[src/rtl/native_port_pkg.sv]
// Shared types and constants for the native video output port.
package native_port_pkg;

   typedef enum logic [1:0] {
      StLock,
      StActive,
      StDone
   } state_e;

   localparam string ModeOnce = "ONCE";
   localparam string ModeLine = "LINE";

   localparam int unsigned RD_LAT_MAX = 4;

endpackage

[src/rtl/sync_delay_line.sv]
// Reset-clearable shift register; a depth of zero degenerates to a wire.
module sync_delay_line #(
   parameter int unsigned W     = 1,
   parameter int unsigned DEPTH = 1
) (
   input  logic         clock,
   input  logic         rst_n,
   input  logic [W-1:0] d,
   output logic [W-1:0] q
);

   if (DEPTH == 0) begin : g_wire
      assign q = d;
   end else begin : g_shift
      logic [W-1:0] stage_q [DEPTH];

      always_ff @(posedge clock or negedge rst_n) begin
         if (!rst_n) begin
            for (int i = 0; i < int'(DEPTH); i++) stage_q[i] <= '0;
         end else begin
            stage_q[0] <= d;
            for (int i = 1; i < int'(DEPTH); i++) stage_q[i] <= stage_q[i-1];
         end
      end

      assign q = stage_q[DEPTH-1];
   end

endmodule

[src/rtl/native_stream_out_port.sv]
// Native video output port: FIFO read strobes, sync/DE re-alignment to the FIFO read latency,
// frame/line/end-of-frame alignment pulses, line length checking and underflow reporting.
module native_stream_out_port
   import native_port_pkg::*;
#(
   parameter int unsigned DSIZE  = 24,
   parameter string       MODE   = ModeOnce,
   parameter int unsigned RD_LAT = 1
) (
   input  logic             clock,
   input  logic             rst_n,
   input  logic [15:0]      vactive,
   input  logic [15:0]      hactive,
   input  logic             in_vsync,
   input  logic             in_hsync,
   input  logic             in_de,
   input  logic [DSIZE-1:0] in_data,
   input  logic             fifo_empty,
   output logic             rd_en,
   output logic             out_vsync,
   output logic             out_hsync,
   output logic             out_de,
   output logic [DSIZE-1:0] odata,
   output logic             falign,
   output logic             lalign,
   output logic             ealign,
   output logic [15:0]      lcnt,
   output logic             line_err,
   output logic             underflow
);

   localparam int unsigned Lat      = (RD_LAT > RD_LAT_MAX) ? RD_LAT_MAX : RD_LAT;
   localparam bit          LineMode = (MODE == ModeLine);

   state_e state_q, state_d;

   logic             vs_r1_q, vs_r2_q, fall_vs_q;
   logic             de_r1_q, de_r2_q, line_end_q;
   logic             line_err_q, underflow_q;
   logic [15:0]      lcnt_q, pcnt_q, vact_q, hact_q;
   logic [2:0]       sync_in, sync_dly;
   logic             out_vs_q, out_hs_q, out_de_q;
   logic [DSIZE-1:0] odata_q;

   // Reads stay blocked after reset until a frame boundary is seen.
   assign rd_en = in_de && (state_q != StLock);

   always_ff @(posedge clock or negedge rst_n) begin
      if (!rst_n) state_q <= StLock;
      else        state_q <= state_d;
   end

   always_comb begin
      state_d = state_q;
      ealign  = 1'b0;
      unique case (state_q)
         StLock:   if (fall_vs_q) state_d = StActive;
         StActive: begin
            if (fall_vs_q) begin
               state_d = StActive;
            end else if (vact_q != 16'd0 && lcnt_q == vact_q) begin
               state_d = StDone;
               ealign  = 1'b1;
            end
         end
         StDone:   if (fall_vs_q) state_d = StActive;
         default:  state_d = StLock;
      endcase
   end

   // Falling-edge pulses are registered one cycle after the two-sample compare.
   always_ff @(posedge clock or negedge rst_n) begin
      if (!rst_n) begin
         vs_r1_q    <= 1'b0;
         vs_r2_q    <= 1'b0;
         fall_vs_q  <= 1'b0;
         de_r1_q    <= 1'b0;
         de_r2_q    <= 1'b0;
         line_end_q <= 1'b0;
         line_err_q <= 1'b0;
      end else begin
         vs_r1_q    <= in_vsync;
         vs_r2_q    <= vs_r1_q;
         fall_vs_q  <= vs_r2_q & ~vs_r1_q;
         de_r1_q    <= in_de;
         de_r2_q    <= de_r1_q;
         line_end_q <= de_r2_q & ~de_r1_q;
         line_err_q <= (de_r2_q & ~de_r1_q) && (state_q != StLock) && (pcnt_q != hact_q);
      end
   end

   always_ff @(posedge clock or negedge rst_n) begin
      if (!rst_n) begin
         lcnt_q      <= '0;
         pcnt_q      <= '0;
         vact_q      <= '0;
         hact_q      <= '0;
         underflow_q <= 1'b0;
      end else begin
         if (fall_vs_q) begin
            vact_q <= vactive;
            hact_q <= hactive;
         end
         if (fall_vs_q) begin
            lcnt_q <= '0;
         end else if (line_end_q && state_q == StActive) begin
            lcnt_q <= lcnt_q + 16'd1;
         end
         if (line_end_q) begin
            pcnt_q <= rd_en ? 16'd1 : 16'd0;
         end else if (rd_en && pcnt_q != 16'hFFFF) begin
            pcnt_q <= pcnt_q + 16'd1;
         end
         underflow_q <= (rd_en & fifo_empty) | (underflow_q & ~fall_vs_q);
      end
   end

   assign sync_in = {in_vsync, in_hsync, rd_en};

   sync_delay_line #(
      .W     (3),
      .DEPTH (Lat)
   ) u_sync_dly (
      .clock (clock),
      .rst_n (rst_n),
      .d     (sync_in),
      .q     (sync_dly)
   );

   always_ff @(posedge clock or negedge rst_n) begin
      if (!rst_n) begin
         out_vs_q <= 1'b0;
         out_hs_q <= 1'b0;
         out_de_q <= 1'b0;
         odata_q  <= '0;
      end else begin
         {out_vs_q, out_hs_q, out_de_q} <= sync_dly;
         odata_q <= sync_dly[0] ? in_data : '0;
      end
   end

   assign out_vsync = out_vs_q;
   assign out_hsync = out_hs_q;
   assign out_de    = out_de_q;
   assign odata     = odata_q;
   assign falign    = fall_vs_q;
   assign lalign    = LineMode & line_end_q;
   assign lcnt      = lcnt_q;
   assign line_err  = line_err_q;
   assign underflow = underflow_q;

endmodule

[config.mk]
export PLATFORM = sky130hd
export DESIGN_NAME = native_stream_out_port
export DESIGN_NICKNAME = d
export VERILOG_FILES = /design/src/rtl/native_port_pkg.sv /design/src/rtl/sync_delay_line.sv /design/src/rtl/native_stream_out_port.sv
export SDC_FILE = /design/constraint.sdc
export NUM_CORES = 1
export LEC_CHECK = 0
export CAP_MARGIN = 5
export CORE_MARGIN = 10
export CORE_UTILIZATION = 45
export CTS_BUF_LIST = sky130_fd_sc_hd__clkbuf_4 sky130_fd_sc_hd__clkbuf_8
export DETAILED_ROUTE_END_ITERATION = 10
export GPL_ROUTABILITY_DRIVEN = 0
export PLACE_DENSITY = 0.71
export SKIP_LAST_GASP = 1
export SYNTH_ARGS = -nofsm -noshare
export SYNTH_HDL_FRONTEND = slang
export SYNTH_SLANG_ARGS = --single-unit
[constraint.sdc]
create_clock -name clock -period 3.6 [get_ports clock]
set_clock_uncertainty 0.1 [all_clocks]
set_input_delay 0.72 -clock clock [delete_from_list [all_inputs] [get_ports clock]]
set_output_delay 0.72 -clock clock [all_outputs]
set_load 0.01 [all_outputs]
After elaboration in Yosys (flattened, before gate mapping) --
Cells that the tools add are included.
Storage, ports and cells: input bits 62, output and inout port bits 49, bits in registers 104
Operators by class: bitwise logic cells 8, reductions and logical operators 13, muxes and demuxes 13, equality and inequality tests 7, $add $sub $neg 2
Operators with widths (number):
- 2-to-1 mux 16 bit | 4
- adder 16 x 1 -> 16 bit (second input constant) | 2
- 2-to-1 mux 24 bit | 1
- == test 16 bit | 1
- inequality test 16 bit | 1
- inequality test 16 bit (second input constant) | 1
- nonzero test 16 bit | 1
- logical AND 1 bit | 6
- 2-to-1 mux 2 bit | 3
- nonzero test 2 bit | 3
- AND 1 bit | 4
- 2-to-1 mux 1 bit | 4
- one-hot mux 2 bit (2 select lines) | 1
- inequality test 3 bit (second input constant) | 1
- inverter 1 bit | 3
- == test 2 x 1 -> 1 bit (second input constant) | 1
- == test 2 bit (second input constant) | 1
- zero test 2 bit | 1
- inequality test 2 x 1 -> 1 bit (second input constant) | 1
- AND reduction 2 bit | 1
- OR reduction 2 bit | 1
- OR 1 bit | 1

Logic depth before layout (Yosys ltp) --
depth after elaboration 5, gate-level depth with buffers 7, mapped depth without buffers 6

Hierarchy --
A second synthesis with hierarchy kept.
Unflattened totals: cell total of the unflattened synthesis 365, area, all modules 4468.0 sq um
Modules (own cells, without submodules):
- native_stream_out_port | cells an instance 362, area an instance 4393.0 sq um, times used 1
- sync_delay_line | cells an instance 3, area an instance 75.1 sq um, times used 1

Least setup slack after synthesis --
No wires, ideal clock.
path type reg2out, start point reg lcnt_q[1] (netlist: lcnt[1]), end point out ealign, path buffers 0, cell stages (with the launch flop) 6, data arrival time 1205 ps, slack 1575 ps, cell sequence dfrtp_1 xnor2_1 nand4_1 nor3_1 nand4_1 nor2_1
On the way: word-level cells in the longest chain between the ends 5
RTL lines:
- from (decl) | line native_stream_out_port.sv:40 | logic [15:0] lcnt_q, pcnt_q, vact_q, hact_q;
- from (signal assigned) | line native_stream_out_port.sv:107 | lcnt_q <= lcnt_q + 16'd1;
- == test 16 bit | line native_stream_out_port.sv:61 | end else if (vact_q != 16'd0 && lcnt_q == vact_q) begin
- logical AND 1 bit | line native_stream_out_port.sv:61
- 2-to-1 mux 1 bit | line native_stream_out_port.sv:61
- 2-to-1 mux 1 bit | line native_stream_out_port.sv:59 | if (fall_vs_q) begin
- 2-to-1 mux 1 bit | line native_stream_out_port.sv:56 | unique case (state_q)
- to (decl) | line native_stream_out_port.sv:26 | output logic ealign,
No other way between the ends.

Worst setup path in the final report --
Same ends and word-level chain as after synthesis.

==> results.md <==
* Outcome: finished, final reports clean
* Slowest-stage cell, CP: clkdlybuf4s50_1
* Crit path top cell by count: nand4_1
* Register area share after synthesis at 57.1%
* Setup violators final at 0
* Hpwl dp at 7610 um
* Routed len/inst at 16.3 um
* Fill cells at ~800
* Initial drt markers at 125
* Total track usage at 14.3%
* Maximum fanout along the worst path at 5
* CTS Buf Count at 9
* Clk slew on worst S/H paths at 90 ps
* Die Span Y at 120 um
* Fin area at 5910 um^2
* Asr flop ratio synth at 100%
* Post-Synthesis Cells at 372
* Placed Instances at 600
* EDFF count, synth at 0
* Final Hold Vio Count at 0
* Maximum VDD drop at 0.000266 V
* RSZ-0062 raised after global routing: false
* Endpoint type of the worst setup path: output port
* Final WL at 10000 um
* Setup TNS Final at 0 ps
* Crit path launch type: register
* Hold crit path type: primary input to async pin
* Min Tclk post-route at 3010 ps
* Vias at 3085
* Period utilization at 83.5%
* Post-CTS Setup Inserts at 0
* Die area at around 14000 um^2
* H-tree depth at 3
* WS Path Type: register to output port
* Multi-input logic area at 1820 um^2
* Delay of the slowest cell on the worst path at ~550 ps
* PostCTS Resize Cnt at 0
* Max_cap viols at 0
* Worst R2R Setup Slack at 1070 ps
* Worst endpoint data arrival time at about 2200 ps
* Vias per Instance at 5.01
* Largest net degree at the start of global routing at 55
* Clk_lat worst skew at 360 ps
* Drt drc at 0
* Register Area at 2550 um^2
* Post-place instance area at approximately 5700 um^2
* TritonCTS clock tree: built
* Layout cells sized above 1 at 13.3%
* Cell row count at 36
* Syn_nets at between 400 and 500
* Pwr per Cell Area at 427 nW/um^2
* Core Area at 9730 um^2
* Syn_area_per_cell at approximately 12 um^2
* Max Freq at 0.333 GHz
* Leak at about 2.5 nW
* Post-DRT Antenna Nets at 0
* GR Overflow Total at 0
* Clock Sinks at 102
* FF+latch count, synth at 102
* Critical Path RT at 2780 ps
* Worst-Margin Slew at 1060 ps
* Finished Layout Cells at 616
* Netlist Area Pre-Place at 4470 um^2
* DRT Pass-1 Iters at 5
* Hold buffer count at cts at 0
* Starting Density at 45.9%
* Area growth, synth to finish at 32.2%
* Top_reg_cell synth: dfrtp_1
* First-pass GRT wire length at 16500 um
* Initial antenna violation count at 0
* Ys Warns at 0
* Vias in the first global route at 3276
* Input/output buffers at 109
* Max clock buf depth at 2
* Slew Limit Fails at 0
* CP Cell Sequence: xnor2_1 > nand4_1 > nor3_1 > nand4_1 > nor2_1 > clkdlybuf4s50_1
* Synth unique cells at 44
* Die Width at roughly 120 um
* Diodes inserted at 0
* I/O pin cnt at 111
* CTS root buf: clkbuf_8
* Relative slew margins at 28.8%
* Layout net count at 542
[registers in the layout, summed over array words and instances (netlist names), 2 cells and up]
register	count
hact_q	16
state_q	2
u_sync_dly.q	2
vact_q	16
odata	24
lcnt	16
pcnt_q	16
[critical path: cells and delay by family (launching register included)]
family,cells,cell delay [ps]
xor+xnor,1,200
buf+inv,1,550
flops,1,470
simple gates,4,600
[cells by family (layout without fill, tap and decap cells)]
logic type | count (synthesis) | in the layout | share of synthesized area, %
mux | 36 | 36 | 9.18
fa+ha+maj | 2 | 2 | 0.560
other cells | 1 | 1 | 0.0839
simple gates | 144 | 144 | 18.3
compound gates | 8 | 8 | 1.15
xor+xnor | 58 | 58 | 11.4
buf+inv | 21 | 132 | 2.24
flops | 102 | 102 | 57.1
[metal layers]
metal | share of wire, % | routed length [um] | global-route usage (%) | up-vias
met5 | 0 | 0 | 0 | -
met4 | 1.9 | 190 | 5.35 | 0
met3 | 8.8 | 885 | 6.38 | 18
met2 | 47 | 4770 | 22.4 | 79
met1 | 42 | 4200 | 17.0 | 1522
li1 | - | - | - | 1466
[layout make-up]
type | instances | share of cell area [%]
Clock buffer | 13 | 2.82
Sequential cell | 102 | 43.2
Clock inverter | 3 | 1.14
Inverter | 4 | 0.254
Multi-Input combinational cell | 249 | 30.8
Tap cell | 133 | 2.82
Timing Repair Buffer | 112 | 19.0
[per-stage QoR]
step | setup WS [ps] | total power (W) | hold slack (ps) | utilization (%)
6_report | 594 | 0.00253 | 231 | 60.8
5_1_grt | 352 | 0.00265 | 251 | 60.8
4_1_cts | 522 | 0.00257 | 243 | 60.8
3_5_place_dp | 663 | 0.00174 | 239 | 58.3
3_3_place_gp | 689 | 0.00173 | 235 | 58.3
2_1_floorplan | 1580 | 0.00154 | 231 | -
[where the power goes]
part	internal (W)	total [W]	switching, W
registers	0.00124	0.00134	0.0000973
logic	0.000232	0.000371	0.000139
clock network	0.000446	0.000817	0.000372
[synth_stat cells, types with 2 or more instances]
cell type,n,share of area (%)
xor2_1,15,2.9
inv_1,3,0.25
ha_1,2,0.56
nor2b_1,4,0.56
nor2_1,37,3.1
mux2_2,32,8.1
and2_1,26,3.6
mux2_4,2,0.67
and3_1,5,0.70
nand2_1,13,1.1
nand3_1,10,1.1
o21ai_0,3,0.34
nand4_1,18,2.5
clkbuf_1,9,0.76
buf_4,5,0.84
xnor2_1,43,8.4
mux2i_1,2,0.45
nand2b_1,2,0.28
nor3_1,9,1.0
nor4_2,2,0.56
dfrtp_1,102,57
nor4_1,6,0.84
[path summary, 6_finish.rpt]
check                                          to                 startpoint  depth (start not counted)
min in group clock            out_hsync$_DFF_PN0_  u_sync_dly.q[1]$_DFF_PN0_                          0
max in group asynchronous     lcnt[6]$_DFFE_PN0P_                      rst_n                          2
min                        pcnt_q[12]$_DFFE_PN0P_                      rst_n                          1
max reg2reg                 pcnt_q[1]$_DFFE_PN0P_      pcnt_q[0]$_DFFE_PN0P_                          6
max                                        ealign        lcnt[1]$_DFFE_PN0P_                          6
min reg2reg                   out_hsync$_DFF_PN0_  u_sync_dly.q[1]$_DFF_PN0_                          0
[cell usage in the layout (no fill, tap or decap), types with 3 or more instances in the layout]
cell type        instances
clkdlybuf4s50_1        108
dfrtp_1                101
xnor2_1                 43
nor2_1                  37
mux2_2                  32
and2_1                  26
nand4_1                 18
xor2_1                  15
nand2_1                 13
clkbuf_8                11
nand3_1                 10
nor3_1                   9
nor4_1                   6
and3_1                   5
nor2b_1                  4
o21ai_0                  3
inv_1                    3
buf_4                    3
Note: power is estimated with default switching activity, not from simulation.
==> RTL change 1: new RTL, config.mk and constraints unchanged <==
Put one more register stage on the output `out_vsync`, with the module's reset. The value now appears one clock later. The other outputs are not delayed to match.
--- a/src/rtl/native_stream_out_port.sv
+++ b/src/rtl/native_stream_out_port.sv
@@ -139,7 +139,13 @@
       end
    end
 
-   assign out_vsync = out_vs_q;
+   always_ff @(posedge clock or negedge rst_n) begin
+      if (!rst_n) begin
+         out_vsync <= '0;
+      end else begin
+         out_vsync <= out_vs_q;
+      end
+   end
    assign out_hsync = out_hs_q;
    assign out_de    = out_de_q;
    assign odata     = odata_q;
Function: changed (a bounded check fails within 4 cycles, from zero or initial values and one cycle with rst_n low).
==> RTL change 1 against the unedited design <==
Area after synthesis shrank 0.42%. Worst hold slack gained 53 ps. First-iteration DRC count rose by 57%. Worst setup slack lost 200 ps. Sequential share of layout area grew 0.69 points. Sequential cell count grew 1. Final area decreased by 0.61%. Total power up 0.53%. Global-route usage is 0.39 points higher. Clock power down 13%. Routed wire length rose by 1.0%.
==> RTL change 1: results (changes against the unedited design) <==
| Metric | Value |
|---|---|
| Inst Count DP | `599 (-0.17%)` |
| Top post-synthesis cells by count | `103 x dfrtp_1, 34 x nor2_1, 32 x mux2_2` |
| Critical Path Start | `lcnt[0]` |
| Final net count | `541 (-0.18%)` |
| Reg2reg start | `line_end_q` |
| GR Layer Usage met3 | `6.00% (-0.38 points)` |
| Relative slew slack | `50.0% (+21 points)` |
| Syn nets | `431 (-1.1%)` |
| Worst-case reg-to-reg path depth | `5 (-1)` |
| Seq pwr share | `54.5% (+1.5 points)` |
| DRT Pass-1 Iters | `4 (-1)` |
| Post-synthesis sequential area ratio | `57.9% (+0.80 points)` |
| Initial drt markers | `196 (+57%)` |
| Synth area leaders | `dfrtp_1 58%, mux2_2 8.1%, xnor2_1 5.7%` |
| Peak VDD IR | `297 uV (+12%)` |
| Routed vias/inst | `5.02 (+0.16%)` |
| Metal-1 WL | `4500 um (+7.2%)` |
| Internal power | `1.82 mW (-5.2%)` |
| Status | `finished clean` |
| Length of routed met3 wiring | `809 um (-8.6%)` |
| Vias in the first global route | `3341 (+2.0%)` |
| First-pass GRT wire length | `17200 um (+4.3%)` |
| Post-synth top flop | `dfrtp_1` |
| Hold WC Path Type | `reg2reg` |
| I/O Buffers | `109 (unchanged)` |
| Area after DPL | `5680 um^2 (about the same)` |
| M2 GR Usage | `22.6% (+0.17 points)` |
| Met2 wire len | `4760 um (-0.19%)` |
| Largest net degree at the start of global routing | `61 (+11%)` |
| Switching fraction of total power | `28.4% (+4.3 points)` |
| Worst reg2reg endpoint | `lcnt[14]` |
| Final hold slack | `284 ps (+53.1 ps)` |
| Static Leak | `2.46 nW (+0.36%)` |
| Reg2reg setup slack | `1540 ps (+470 ps)` |
| Tcrit/Tclk final | `89.1% (+5.6 points)` |
| Max FFs per register | `24 (unchanged)` |
| HPWL after detailed placement | `7780 um (+2.3%)` |
| Clock Power | `0.709 mW (-13%)` |
| Hold bufs inserted after CTS | `0 (unchanged)` |
| Synth cell types | `43 (-2.3%)` |
| Pre-CTS setup slack | `759 ps (+95.7 ps)` |
| Global Route Usage Sum | `14.7% (+0.39 points)` |
| WP data arrival | `2390 ps (+200 ps)` |
| Post-Route WL | `10100 um (+1.0%)` |
| Mapped Cells | `367 (-1.3%)` |
| Share of layout cells above drive strength 1 | `13.3% (+0.027 points)` |
| Ys async rst share | `100% (unchanged)` |
| Fillers | `806 (-0.98%)` |
| Non-Filler Instances | `615 (-0.16%)` |
| Finished layout cell area | `5870 um^2 (-0.61%)` |
| GR Layer Usage met1 | `19.0% (+2.0 points)` |
| Clk slew on worst S/H paths | `110 ps (+20 ps)` |
RTL change 1: cell count changes after synthesis, moves of 3 or more:
cell      unedited run  this run
and4_1               1         7
xor2_1              15        29
nand4_1             18        14
nor3_1               9         2
buf_4                5         1
o211ai_1             1         4
buf_2                1         4
xnor2_1             43        29
nor2_1              37        34
RTL change 1: logic make-up (layout without fill, tap and decap cells):
logic type	after synthesis	in the layout	share of synthesized area (%)
other cells	1	1	0.0842
xor+xnor	58	58	11.4
flops	103	103	57.9
compound gates	20	20	2.84
buf+inv	17	132	1.63
simple gates	133	133	17.3
mux	33	33	8.32
fa+ha+maj	2	2	0.562
RTL change 1: area by class of cell:
type	count	area share (%)
Clock inverter	7	1.19
Sequential cell	103	43.9
Timing Repair Buffer	114	19.2
Tap cell	133	2.83
Multi-Input combinational cell	247	30.7
Clock buffer	9	2.11
Inverter	2	0.128
RTL change 1: critical path: stages, from the launching register on:
cell and delay (ps):
dfrtp_1 460, xnor2_1 180, nand4_1 100, or4_1 560, nor3_2 160, clkdlybuf4s50_1 570
==> RTL change 2: new RTL, same settings <==
Without the edit above. `RD_LAT`: 1 -> 2.
--- a/src/rtl/native_stream_out_port.sv
+++ b/src/rtl/native_stream_out_port.sv
@@ -5,7 +5,7 @@
 #(
    parameter int unsigned DSIZE  = 24,
    parameter string       MODE   = ModeOnce,
-   parameter int unsigned RD_LAT = 1
+   parameter int unsigned RD_LAT = 2
 ) (
    input  logic             clock,
    input  logic             rst_n,
Behaviour: not the same (a bounded check fails within 4 cycles, from zero or initial values and one cycle with rst_n low).
==> RTL change 2 against the unedited design <==
Total power is 1.5% higher. Worst setup slack got worse by 200 ps. Combinational power grew 24%. Sequential cell count increased by 3. Final area up 1.2%. Critical path depth shrank 1. Routed wire length is 8.0% higher. Area after synthesis is 2.0% higher. Sequential share of layout area grew 0.75 points.
==> RTL change 2: results (changes against the unedited design) <==
| Metric | Value |
|---|---|
| Top post-synthesis cells by count | `105 x dfrtp_1, 33 x mux2_2, 24 x and2_1` |
| Hold WC Path Type | `reg2reg` |
| Initial drt markers | `249 (+99%)` |
| Global Route Usage Sum | `15.1% (+0.79 points)` |
| Mapped Cells | `385 (+3.5%)` |
| Clk_lat worst skew | `360 ps (about the same)` |
| Post-Route WL | `10800 um (+8.0%)` |
| Final hold slack | `271 ps (+39.9 ps)` |
| Warnings from Yosys | `0 (unchanged)` |
| Fillers | `838 (+2.9%)` |
| Final net count | `558 (+3.0%)` |
| WP data arrival | `2380 ps (+190 ps)` |
| Synth area leaders | `dfrtp_1 58%, mux2_2 8.2%, xnor2_1 4.2%` |
| Share of layout cells above drive strength 1 | `12.4% (-0.83 points)` |
| Pre-CTS setup slack | `695 ps (+31.8 ps)` |
| Fmax | `312 MHz (-6.2%)` |
| Slew @ Worst Pin | `848 ps (-211 ps)` |
| Peak VDD IR | `219 uV (-18%)` |
| Syn nets | `449 (+3.0%)` |
| Synth cell types | `38 (-14%)` |
| Reg2reg setup slack | `1200 ps (+130 ps)` |
| Post-synthesis sequential area ratio | `57.6% (+0.53 points)` |
| Vias | `3362 (+9.0%)` |
| Status | `finished clean` |
| HPWL after detailed placement | `8090 um (+6.3%)` |
| Vias in the first global route | `3434 (+4.8%)` |
| Area after DPL | `5790 um^2 (+2.0%)` |
| CTS Buf Count | `9 (unchanged)` |
| Largest net degree at the start of global routing | `69 (+25%)` |
| First-pass GRT wire length | `17900 um (+8.5%)` |
| Static Leak | `2.42 nW (-1.2%)` |
| Worst Path Max Fanout | `5 (unchanged)` |
RTL change 2: cell count changes after synthesis, moves of 4 or more:
cell	before	now
xnor2_1	43	22
clkbuf_1	9	14
nor4_1	6	11
nand4_1	18	13
o31ai_1	0	15
inv_1	3	8
or4_1	0	14
or3_1	1	5
o21ai_0	3	9
nor2_1	37	12
a21oi_1	1	22
buf_4	5	1
RTL change 2: critical path, stage by stage (launching register included):
cell and delay [ps]:
dfrtp_1 460, xor2_1 200, nor4_1 270, nand4_1 210
nor3_1 290, clkdlybuf4s50_1 600
RTL change 2: worst paths after layout:
kind	from	end	depth (start not counted)
max	lcnt[0]	ealign	5
min	u_sync_dly.g_shift.stage_q[4]	u_sync_dly.q[1]	0
max reg2reg	falign	lcnt[11]	5
min reg2reg	u_sync_dly.g_shift.stage_q[4]	u_sync_dly.q[1]	0
max in group asynchronous	rst_n	falign	2
min in group asynchronous	rst_n	hact_q[6]	1
RTL change 2: cell families after synthesis:
group,share of synthesized area [%]
AO/OA/AOI/OAI,6.94
multiplexers,8.15
adder cells (fa/ha/maj),0.549
buffers and inverters,2.20
other,0.0822
XOR/XNOR,7.68
flip-flops,57.6
AND/OR/NAND/NOR,16.8
RTL change 2: metal layers:
metal  vias to the layer above  routed length, um  global-route usage (%)
met3                         5                973                    6.33
met5                         -                  0                       0
li1                       1597                  -                       -
met1                      1656               4740                    18.9
met2                       104               5040                    23.2
met4                         0                 91                    4.75
RTL change 2: power breakdown:
part | internal (mW) | switching (mW)
Combinational | 0.270 | 0.189
Clock | 0.266 | 0.429
Sequential | 1.30 | 0.113
RTL change 2: layout make-up:
type,count,area (um^2),area share (%)
timing repair buffer,115,1130,19.0
inverter,8,30.0,0.502
multi-input combinational,255,1830,30.6
clock inverter,7,66.3,1.11
sequential,105,2630,44.0
clock buffer,9,124,2.07
tap,133,166,2.78
RTL change 2: through the flow:
step	std cells	power, mW
after detailed placement	616	1.90
final	632	2.56
after floorplan	385	1.64
after CTS	632	2.59
after global placement	616	1.88
after global routing	632	2.70
